[config.mk]
export PLATFORM = sky130hd
export DESIGN_NAME = xp_gen_stream_flat
export DESIGN_NICKNAME = d
export VERILOG_FILES = /design/src/rtl/xp_gen_stream_if.sv /design/src/rtl/xp_gen_stream.sv /design/src/flat_wrapper.sv
export SDC_FILE = /design/constraint.sdc
export NUM_CORES = 1
export LEC_CHECK = 0
export ABC_AREA = 0
export CAP_MARGIN = 20
export CORE_UTILIZATION = 40
export CTS_BUF_LIST = sky130_fd_sc_hd__clkbuf_8 sky130_fd_sc_hd__clkbuf_16
export DETAILED_ROUTE_END_ITERATION = 8
export HOLD_SLACK_MARGIN = 0.02
export PLACE_DENSITY = 0.66
export SLEW_MARGIN = 20
export SYNTH_ARGS = -nofsm -noshare
export SYNTH_HDL_FRONTEND = slang
export SYNTH_SLANG_ARGS = --single-unit
[constraint.sdc]
create_clock -name clk -period 18.5 [get_ports clk]
set_input_delay 5.55 -clock clk [delete_from_list [all_inputs] [get_ports clk]]
set_output_delay 5.55 -clock clk [all_outputs]
set_load 0.01 [all_outputs]
[src/rtl/xp_gen_stream_if.sv]
// Pixel stream of the deskew coordinate generator:
// counters and source coordinates under valid/ready.
interface xp_gen_stream_if #(
   parameter int DIM_W = 9,
   parameter int ACC_W = 24
);
   logic             out_valid;
   logic             out_ready;
   logic [DIM_W-1:0] x_cnt;
   logic [DIM_W-1:0] y_cnt;
   logic [ACC_W-1:0] xp_out;
   logic [ACC_W-1:0] yp_out;

   modport master (
      output out_valid, x_cnt, y_cnt, xp_out, yp_out,
      input  out_ready
   );

   modport slave (
      input  out_valid, x_cnt, y_cnt, xp_out, yp_out,
      output out_ready
   );
endinterface

[src/rtl/xp_gen_stream.sv]
// Deskew coordinate generator: scans y inner, x outer,
// and steps xp/yp incrementally with backpressure.
module xp_gen_stream #(
   parameter int DIM_W = 9,
   parameter int ACC_W = 24
) (
   input  logic             clk,
   input  logic             rst,
   input  logic             start,
   input  logic             abort,
   input  logic [DIM_W-1:0] x_last,
   input  logic [DIM_W-1:0] y_last,
   input  logic [ACC_W-1:0] off_x,
   input  logic [ACC_W-1:0] off_y,
   input  logic [ACC_W-1:0] inc_xx,
   input  logic [ACC_W-1:0] inc_xy,
   input  logic [ACC_W-1:0] inc_yx,
   input  logic [ACC_W-1:0] inc_yy,
   output logic             busy,
   output logic             done,
   xp_gen_stream_if.master  so
);
   localparam logic [0:0] S_IDLE = 1'b0;
   localparam logic [0:0] S_RUN  = 1'b1;

   logic [0:0]       state;
   logic [DIM_W-1:0] xl_q, yl_q;
   logic [DIM_W-1:0] x_q, y_q;
   logic [ACC_W-1:0] ixx_q, ixy_q, iyx_q, iyy_q;
   logic [ACC_W-1:0] col_x, col_y;
   logic [ACC_W-1:0] xp_q, yp_q;
   logic             accept;
   logic             y_end;
   logic             x_end;
   logic [ACC_W-1:0] col_x_nx;
   logic [ACC_W-1:0] col_y_nx;

   assign accept   = (state == S_RUN) && so.out_ready;
   assign y_end    = (y_q == yl_q);
   assign x_end    = (x_q == xl_q);
   assign col_x_nx = col_x + ixx_q;
   assign col_y_nx = col_y + iyx_q;

   assign busy         = (state == S_RUN);
   assign so.out_valid = (state == S_RUN);
   assign so.x_cnt     = x_q;
   assign so.y_cnt     = y_q;
   assign so.xp_out    = xp_q;
   assign so.yp_out    = yp_q;

   // Frame control, config capture and per-beat coordinate stepping
   always_ff @(posedge clk or posedge rst) begin
      if (rst) begin
         state <= S_IDLE;
         done  <= 1'b0;
         xl_q  <= '0;
         yl_q  <= '0;
         x_q   <= '0;
         y_q   <= '0;
         ixx_q <= '0;
         ixy_q <= '0;
         iyx_q <= '0;
         iyy_q <= '0;
         col_x <= '0;
         col_y <= '0;
         xp_q  <= '0;
         yp_q  <= '0;
      end else begin
         done <= 1'b0;
         if (state == S_IDLE) begin
            if (start && !abort) begin
               state <= S_RUN;
               xl_q  <= x_last;
               yl_q  <= y_last;
               ixx_q <= inc_xx;
               ixy_q <= inc_xy;
               iyx_q <= inc_yx;
               iyy_q <= inc_yy;
               col_x <= off_x;
               col_y <= off_y;
               xp_q  <= off_x;
               yp_q  <= off_y;
               x_q   <= '0;
               y_q   <= '0;
            end
         end else if (abort) begin
            state <= S_IDLE;
            x_q   <= '0;
            y_q   <= '0;
         end else if (accept) begin
            if (!y_end) begin
               y_q  <= y_q + 1'b1;
               xp_q <= xp_q + ixy_q;
               yp_q <= yp_q + iyy_q;
            end else if (!x_end) begin
               y_q   <= '0;
               x_q   <= x_q + 1'b1;
               col_x <= col_x_nx;
               col_y <= col_y_nx;
               xp_q  <= col_x_nx;
               yp_q  <= col_y_nx;
            end else begin
               state <= S_IDLE;
               done  <= 1'b1;
            end
         end
      end
   end
endmodule

[src/flat_wrapper.sv]
// flat-port wrapper written by rule: the top's interface ports become plain ports
module xp_gen_stream_flat 
#(
   parameter int DIM_W = 9,
   parameter int ACC_W = 24
)
  (clk, rst, start, abort, x_last, y_last, off_x, off_y, inc_xx, inc_xy, inc_yx, inc_yy, busy, done, so_out_valid, so_x_cnt, so_y_cnt, so_xp_out, so_yp_out, so_out_ready);
  xp_gen_stream_if #(.DIM_W(DIM_W), .ACC_W(ACC_W)) so_i ();
  input  logic clk;
  input  logic rst;
  input  logic start;
  input  logic abort;
  input  logic [DIM_W-1:0] x_last;
  input  logic [DIM_W-1:0] y_last;
  input  logic [ACC_W-1:0] off_x;
  input  logic [ACC_W-1:0] off_y;
  input  logic [ACC_W-1:0] inc_xx;
  input  logic [ACC_W-1:0] inc_xy;
  input  logic [ACC_W-1:0] inc_yx;
  input  logic [ACC_W-1:0] inc_yy;
  output logic busy;
  output logic done;
  output wire logic [$bits(so_i.out_valid)-1:0] so_out_valid;
  output wire logic [$bits(so_i.x_cnt)-1:0] so_x_cnt;
  output wire logic [$bits(so_i.y_cnt)-1:0] so_y_cnt;
  output wire logic [$bits(so_i.xp_out)-1:0] so_xp_out;
  output wire logic [$bits(so_i.yp_out)-1:0] so_yp_out;
  input wire logic [$bits(so_i.out_ready)-1:0] so_out_ready;
  assign so_out_valid = so_i.out_valid;
  assign so_x_cnt = so_i.x_cnt;
  assign so_y_cnt = so_i.y_cnt;
  assign so_xp_out = so_i.xp_out;
  assign so_yp_out = so_i.yp_out;
  assign so_i.out_ready = so_out_ready;
  xp_gen_stream #(.DIM_W(DIM_W), .ACC_W(ACC_W)) u_core (.clk(clk), .rst(rst), .start(start), .abort(abort), .x_last(x_last), .y_last(y_last), .off_x(off_x), .off_y(off_y), .inc_xx(inc_xx), .inc_xy(inc_xy), .inc_yx(inc_yx), .inc_yy(inc_yy), .busy(busy), .done(done), .so(so_i));
endmodule
# Word-level counts from Yosys, hierarchy flattened

Cells that the tools add are included.

$add $sub $neg: 6
Multiply operators: 0
Div/mod/pow operators: 0
$lt $le $gt $ge: 0
Equal/unequal tests: 11
Shift-type cells: 0
Mux-type cells: 42
Bitwise operators: 1
Reductions and logical operators: 9

Operator list:

| operator                                     | count |
|---|---|
| two-way mux 24 bit                           | 20 |
| two-way mux 9 bit                            | 11 |
| adder 24 bit                                 | 4 |
| adder 9 x 1 -> 9 bit (second input constant) | 2 |
| equality test 9 bit                          | 2 |
| != test 3 bit (second input constant)        | 4 |
| two-way mux 1 bit                            | 11 |
| != test 2 bit (second input constant)        | 4 |
| AND reduction 4 bit                          | 2 |
| AND reduction 5 bit                          | 1 |
| != test 4 bit (second input constant)        | 1 |
| AND reduction 3 bit                          | 1 |
| logical AND 1 bit                            | 2 |
| AND reduction 2 bit                          | 1 |
| nonzero test 2 bit                           | 1 |
| zero test 1 bit                              | 1 |
| NOT 1 bit                                    | 1 |

Bits in registers: 230
Bits in latches: 0
Memory bits (writable): 0
Memory bits (read-only): 0
Bits of input ports: 167
Output and inout bits: 69
Word-level logic and storage cells: 83
Memories kept: 0

# Depth between registers and ports, before layout

Depth in word-level cells: 6
Gate-level depth with buffers: 12
Gate-level depth less buffers: 12

# Worst setup path after synthesis

Ideal clock, no wire load.

Path type: input-to-reg
Start point: input start
End point: register u_core.iyy_q[19]
Library setup time: 0.125 ns
Arrival time: 6.838 ns
Path slack: 11.537 ns
Cell stages on the path: 7
Cell sequence: nand2_1 > a21oi_1 > o21ai_2 > nor2_1 > buf_2 > buf_2 > mux2_2

Cells in the longest elaborated chain, start to end: 2

Ends and longest elaborated chain:

| element                              | line                | RTL |
|---|---|---|
| start, declared                      | flat_wrapper.sv:11  | `input logic start;` |
| logical AND 1 bit                    | xp_gen_stream.sv:71 | `if (start && !abort) begin` |
| AND reduction 2 bit (no source line) | -                   |  |
| end signal, assigned                 | xp_gen_stream.sv:78 | `iyy_q <= inc_yy;` |
| end, declared                        | xp_gen_stream.sv:29 | `logic [ACC_W-1:0] ixx_q, ixy_q, iyx_q, iyy_q;` |

No other way between the ends.
A chain may end at the register's enable or synchronous reset.

# Worst setup path after layout

Start point: input so_out_ready
End point: register u_core.yp_q[23] (netlist: u_core.so.yp_out[23])

Cells in the longest elaborated chain, start to end: 3

Ends and longest elaborated chain:

| element                              | line                 | RTL |
|---|---|---|
| start, declared                      | flat_wrapper.sv:28   | `input wire logic [$bits(so_i.out_ready)-1:0] so_out_ready;` |
| logical AND 1 bit                    | xp_gen_stream.sv:38  | `assign accept = (state == S_RUN) && so.out_ready;` |
| != test 2 bit (no source line)       | -                    |  |
| AND reduction 4 bit (no source line) | -                    |  |
| end signal, assigned                 | xp_gen_stream.sv:82  | `yp_q <= off_y;` |
| end signal, assigned                 | xp_gen_stream.sv:94  | `yp_q <= yp_q + iyy_q;` |
| end signal, assigned                 | xp_gen_stream.sv:101 | `yp_q <= col_y_nx;` |
| end, declared                        | xp_gen_stream.sv:31  | `logic [ACC_W-1:0] xp_q, yp_q;` |

No other way between the ends.

==> flow_metrics.env <==
export IMPL_finish_net_count=2108
export IMPL_timing_worst_slew_pin_value_ps=981.6
export IMPL_worst_ep_required_time_ps=18970
export IMPL_dominant_combinational_cell_family_by_area_after_synthesis="compound AO/OA/AOI/OAI gates"
export IMPL_final_instance_count_excl_fill=2331
export IMPL_antenna_violating_nets_post_route=0
export IMPL_cp_arrival_ps=8740
export IMPL_cts_root_buffer="clkbuf_16"
export IMPL_drc_errors=0
export IMPL_total_i_o_pin_count=236
export IMPL_tns_ps=0
export IMPL_drtIter0Drc=830
export IMPL_cts_hold_buffers_added=0
export IMPL_die_area_um2=38100
export IMPL_postSynth_topFlopCell="dfrtp_1"
export IMPL_yosys_area_share_xor_xnor=0.05573
export IMPL_dp_cells=2282
export IMPL_synth_top_cell_by_area="dfrtp_1"
export IMPL_pin_count_of_the_biggest_net_entering_global_routing=109
export IMPL_internal_power_w=0.002026
export IMPL_rsz0062_at_grt="false"
export IMPL_clock_skew_ps=9.193
export IMPL_critPathLaunch="so_out_ready"
export IMPL_setup_worst_path_end_class="flop"
export IMPL_synth_area_top_cells="dfrtp_1 39%, ha_1 7.9%, mux2_2 6.1%"
export IMPL_timing_hold_worst_start="u_core.col_x[19]"
export IMPL_achievable_frequency_mhz=120.9
export IMPL_syn_avg_cell_area_um2=9.109
export IMPL_clkSlewWorstSetupHoldPaths_ps=60
export IMPL_detailroute_via_count=13190
export IMPL_number_of_sinks_handled_by_clock_tree_synthesis=230
export IMPL_routed_via_density=5.656
export IMPL_netlist_area_leader_share=0.3855
export IMPL_count_of_filler_cells_inserted_in_the_layout=3343
export IMPL_insertion_delay_ps=560
export IMPL_async_reset_ff_frac=1.000
export IMPL_cts_resized=0
export IMPL_row_count=70
export IMPL_synth_area_um2=14930
export IMPL_synth_warning_count=0
export IMPL_die_x_um=195.2
export IMPL_combPwrFrac=0.607
export IMPL_placed_cell_area_um2=17680
export IMPL_relSlewSlack=0.3433
export IMPL_floorplan_initialDensity=0.4068
export IMPL_synth_compound_area_share=0.2056
export IMPL_finalInstanceArea_um2=18540
export IMPL_timing_hold_ws_ps=487.6
export IMPL_post_cts_repair_setup_buffers=0
export IMPL_all_layer_gr_usage=0.2389
export IMPL_ys_ff_latch=230
export IMPL_grt_overflow=0
export IMPL_timing_final_hold_violations=0
export IMPL_cts_htree_levels=1
export IMPL_placer_s_final_routability_congestion_estimate=0.9011
export IMPL_final_period_minus_worst_setup_slack_ps=8270
export IMPL_core_area_um2=36700
export IMPL_synthAdderAreaFrac=0.08414
export IMPL_synth_net_count=1904
export IMPL_vias_in_the_first_global_route=12990
export IMPL_worst_setup_path_start_kind="input pin"
export IMPL_critical_path_class="input pin to flop"
export IMPL_synthSimpleGateAreaFrac=0.1487
export IMPL_post_drt_wl_per_cell_um=19.62
export IMPL_dp_final_hpwl_mm=32.97
export IMPL_outcome="finished, final reports clean"
export IMPL_grt_antenna_before_repair=2
export IMPL_numCtsBuffers=27
export IMPL_seq_area_frac_synth=0.3855
export IMPL_total_leakage_power_nw=7.985
export IMPL_postSynthCellCount=1639
export IMPL_drt_first_pass_iters=5
export IMPL_net_switching_power_figure_w=0.001677
export IMPL_synth_mux_area_fraction=0.08926
export IMPL_critical_path_peak_fanout=62
export IMPL_layout_cells_most_common_list="235 x clkdlybuf4s50_1, 229 x dfrtp_1, 221 x nand2_1"
export IMPL_vdd_drop_max_mv=0.08900
export IMPL_slew_viol_final=0
export IMPL_maxCapViolations=0
export IMPL_synthDistinctLibCells=83
export IMPL_power_switching_fraction=0.4529
export IMPL_share_seq_of_total_power=0.252
export IMPL_area_delta_synth_final_pct=24.17
export IMPL_power_density_cell_area_nw_per_um2=199.8
export IMPL_synth_edff_count=0
export IMPL_die_y_um=195.2
export IMPL_route_final_wire_length_mm=45.72
export IMPL_port_buffers=235
export IMPL_layout_worst_path_cycle_share=0.4470
export IMPL_layout_cells_most_common="clkdlybuf4s50_1"
export IMPL_finalSetupViolCount=0
export IMPL_share_clk_of_total_power=0.141
export IMPL_tritoncts="built"
export IMPL_layout_drive_gt1_share=0.09242
export IMPL_min_delay_path_class="flop to flop"
export IMPL_worstReg2RegStart="u_core.so.y_cnt[6]"
export IMPL_clockBufferDepth=3
export IMPL_grt_first_pass_wirelength_mm=71.92
kinds of logic after synthesis:
kind of cell | Yosys count
buf+inv | 109
fa+ha+maj | 98
flops | 230
compound gates | 490
simple gates | 495
mux | 122
xor+xnor | 95
power by group through the flow:
| stage | combinational (W) | clock (W) | sequential (W) |
|---|---|---|---|
| final | 0.00225 | 0.000522 | 0.000932 |
| after detailed placement | 0.00222 | 0 | 0.000935 |
| after floorplan | 0.00166 | 0 | 0.000871 |
| after global placement | 0.00218 | 0 | 0.000931 |
| after global routing | 0.00250 | 0.000553 | 0.000956 |
| after CTS | 0.00224 | 0.000535 | 0.000929 |
Yosys cell counts (19+ instances only):
cell type  number
nor3_1         19
dfrtp_1       230
nand2b_1       22
nor2_1        124
clkbuf_1       37
xor2_1         38
o211ai_1       24
ha_1           94
mux2i_1        33
o21ai_0       138
a21oi_1       145
buf_2          25
xnor2_1        57
a21o_1         40
mux2_2         81
inv_1          35
nand2_1       221
nand3_1        20
stage by stage:
step	worst slack, ps	power (W)	util
finish	10230	0.003703	0.5051
global route	10010	0.004010	0.5051
CTS	10250	0.003700	0.5050
detailed placement	9682	0.003155	0.4818
global placement	9783	0.003109	0.4818
floorplan	6645	0.002529	-
routing by layer:
layer	track usage	vias to the layer above	part of all wire
met2	0.3991	404	0.47
met4	0.07699	0	0.032
met5	0	-	0
met1	0.3201	6397	0.45
li1	-	6310	-
met3	0.03109	74	0.048
critical path, cell delays in order:
cell,delay (ps)
clkdlybuf4s50_1,520
nand2_1,70
a21oi_1,350
o21ai_4,90
buf_4,360
nor2_4,170
buf_4,590
a21oi_2,290
nand2b_1,330
nand2b_1,200
o211ai_1,80
registers in the layout, summed over array words and instances, names as in the netlist:
signal / flops
u_core.so.yp_out: 24
u_core.so.xp_out: 24
u_core.iyx_q: 24
u_core.ixx_q: 24
u_core.so.x_cnt: 9
u_core.col_x: 24
u_core.busy: 1
u_core.done: 1
u_core.col_y: 24
u_core.ixy_q: 24
u_core.so.y_cnt: 9
u_core.yl_q: 9
u_core.xl_q: 9
u_core.iyy_q: 24
worst paths after layout:
check,slack (ps),depth (start not counted),end
max,10230,11,u_core.so.yp_out[23]
min,490,2,u_core.col_x[19]
max reg2reg,14460,12,u_core.so.yp_out[23]
min reg2reg,490,2,u_core.col_x[19]
max in group asynchronous,11520,3,u_core.ixy_q[15]
min in group asynchronous,5550,2,u_core.yl_q[1]
final cells by class:
cell class | count | area (um^2) | area share
multi-input cells | 1300 | 8741 | 0.4715
flip-flops and latches | 230 | 5759 | 0.3107
repair buffers | 249 | 2457 | 0.1326
clock buffers | 33 | 758.2 | 0.04090
well taps | 468 | 585.6 | 0.03159
inverters | 35 | 138.9 | 0.007492
clock inverters | 14 | 92.59 | 0.004995
diodes | 2 | 5.005 | 0.0002700
No activity file was read; power rests on OpenSTA's default activity.
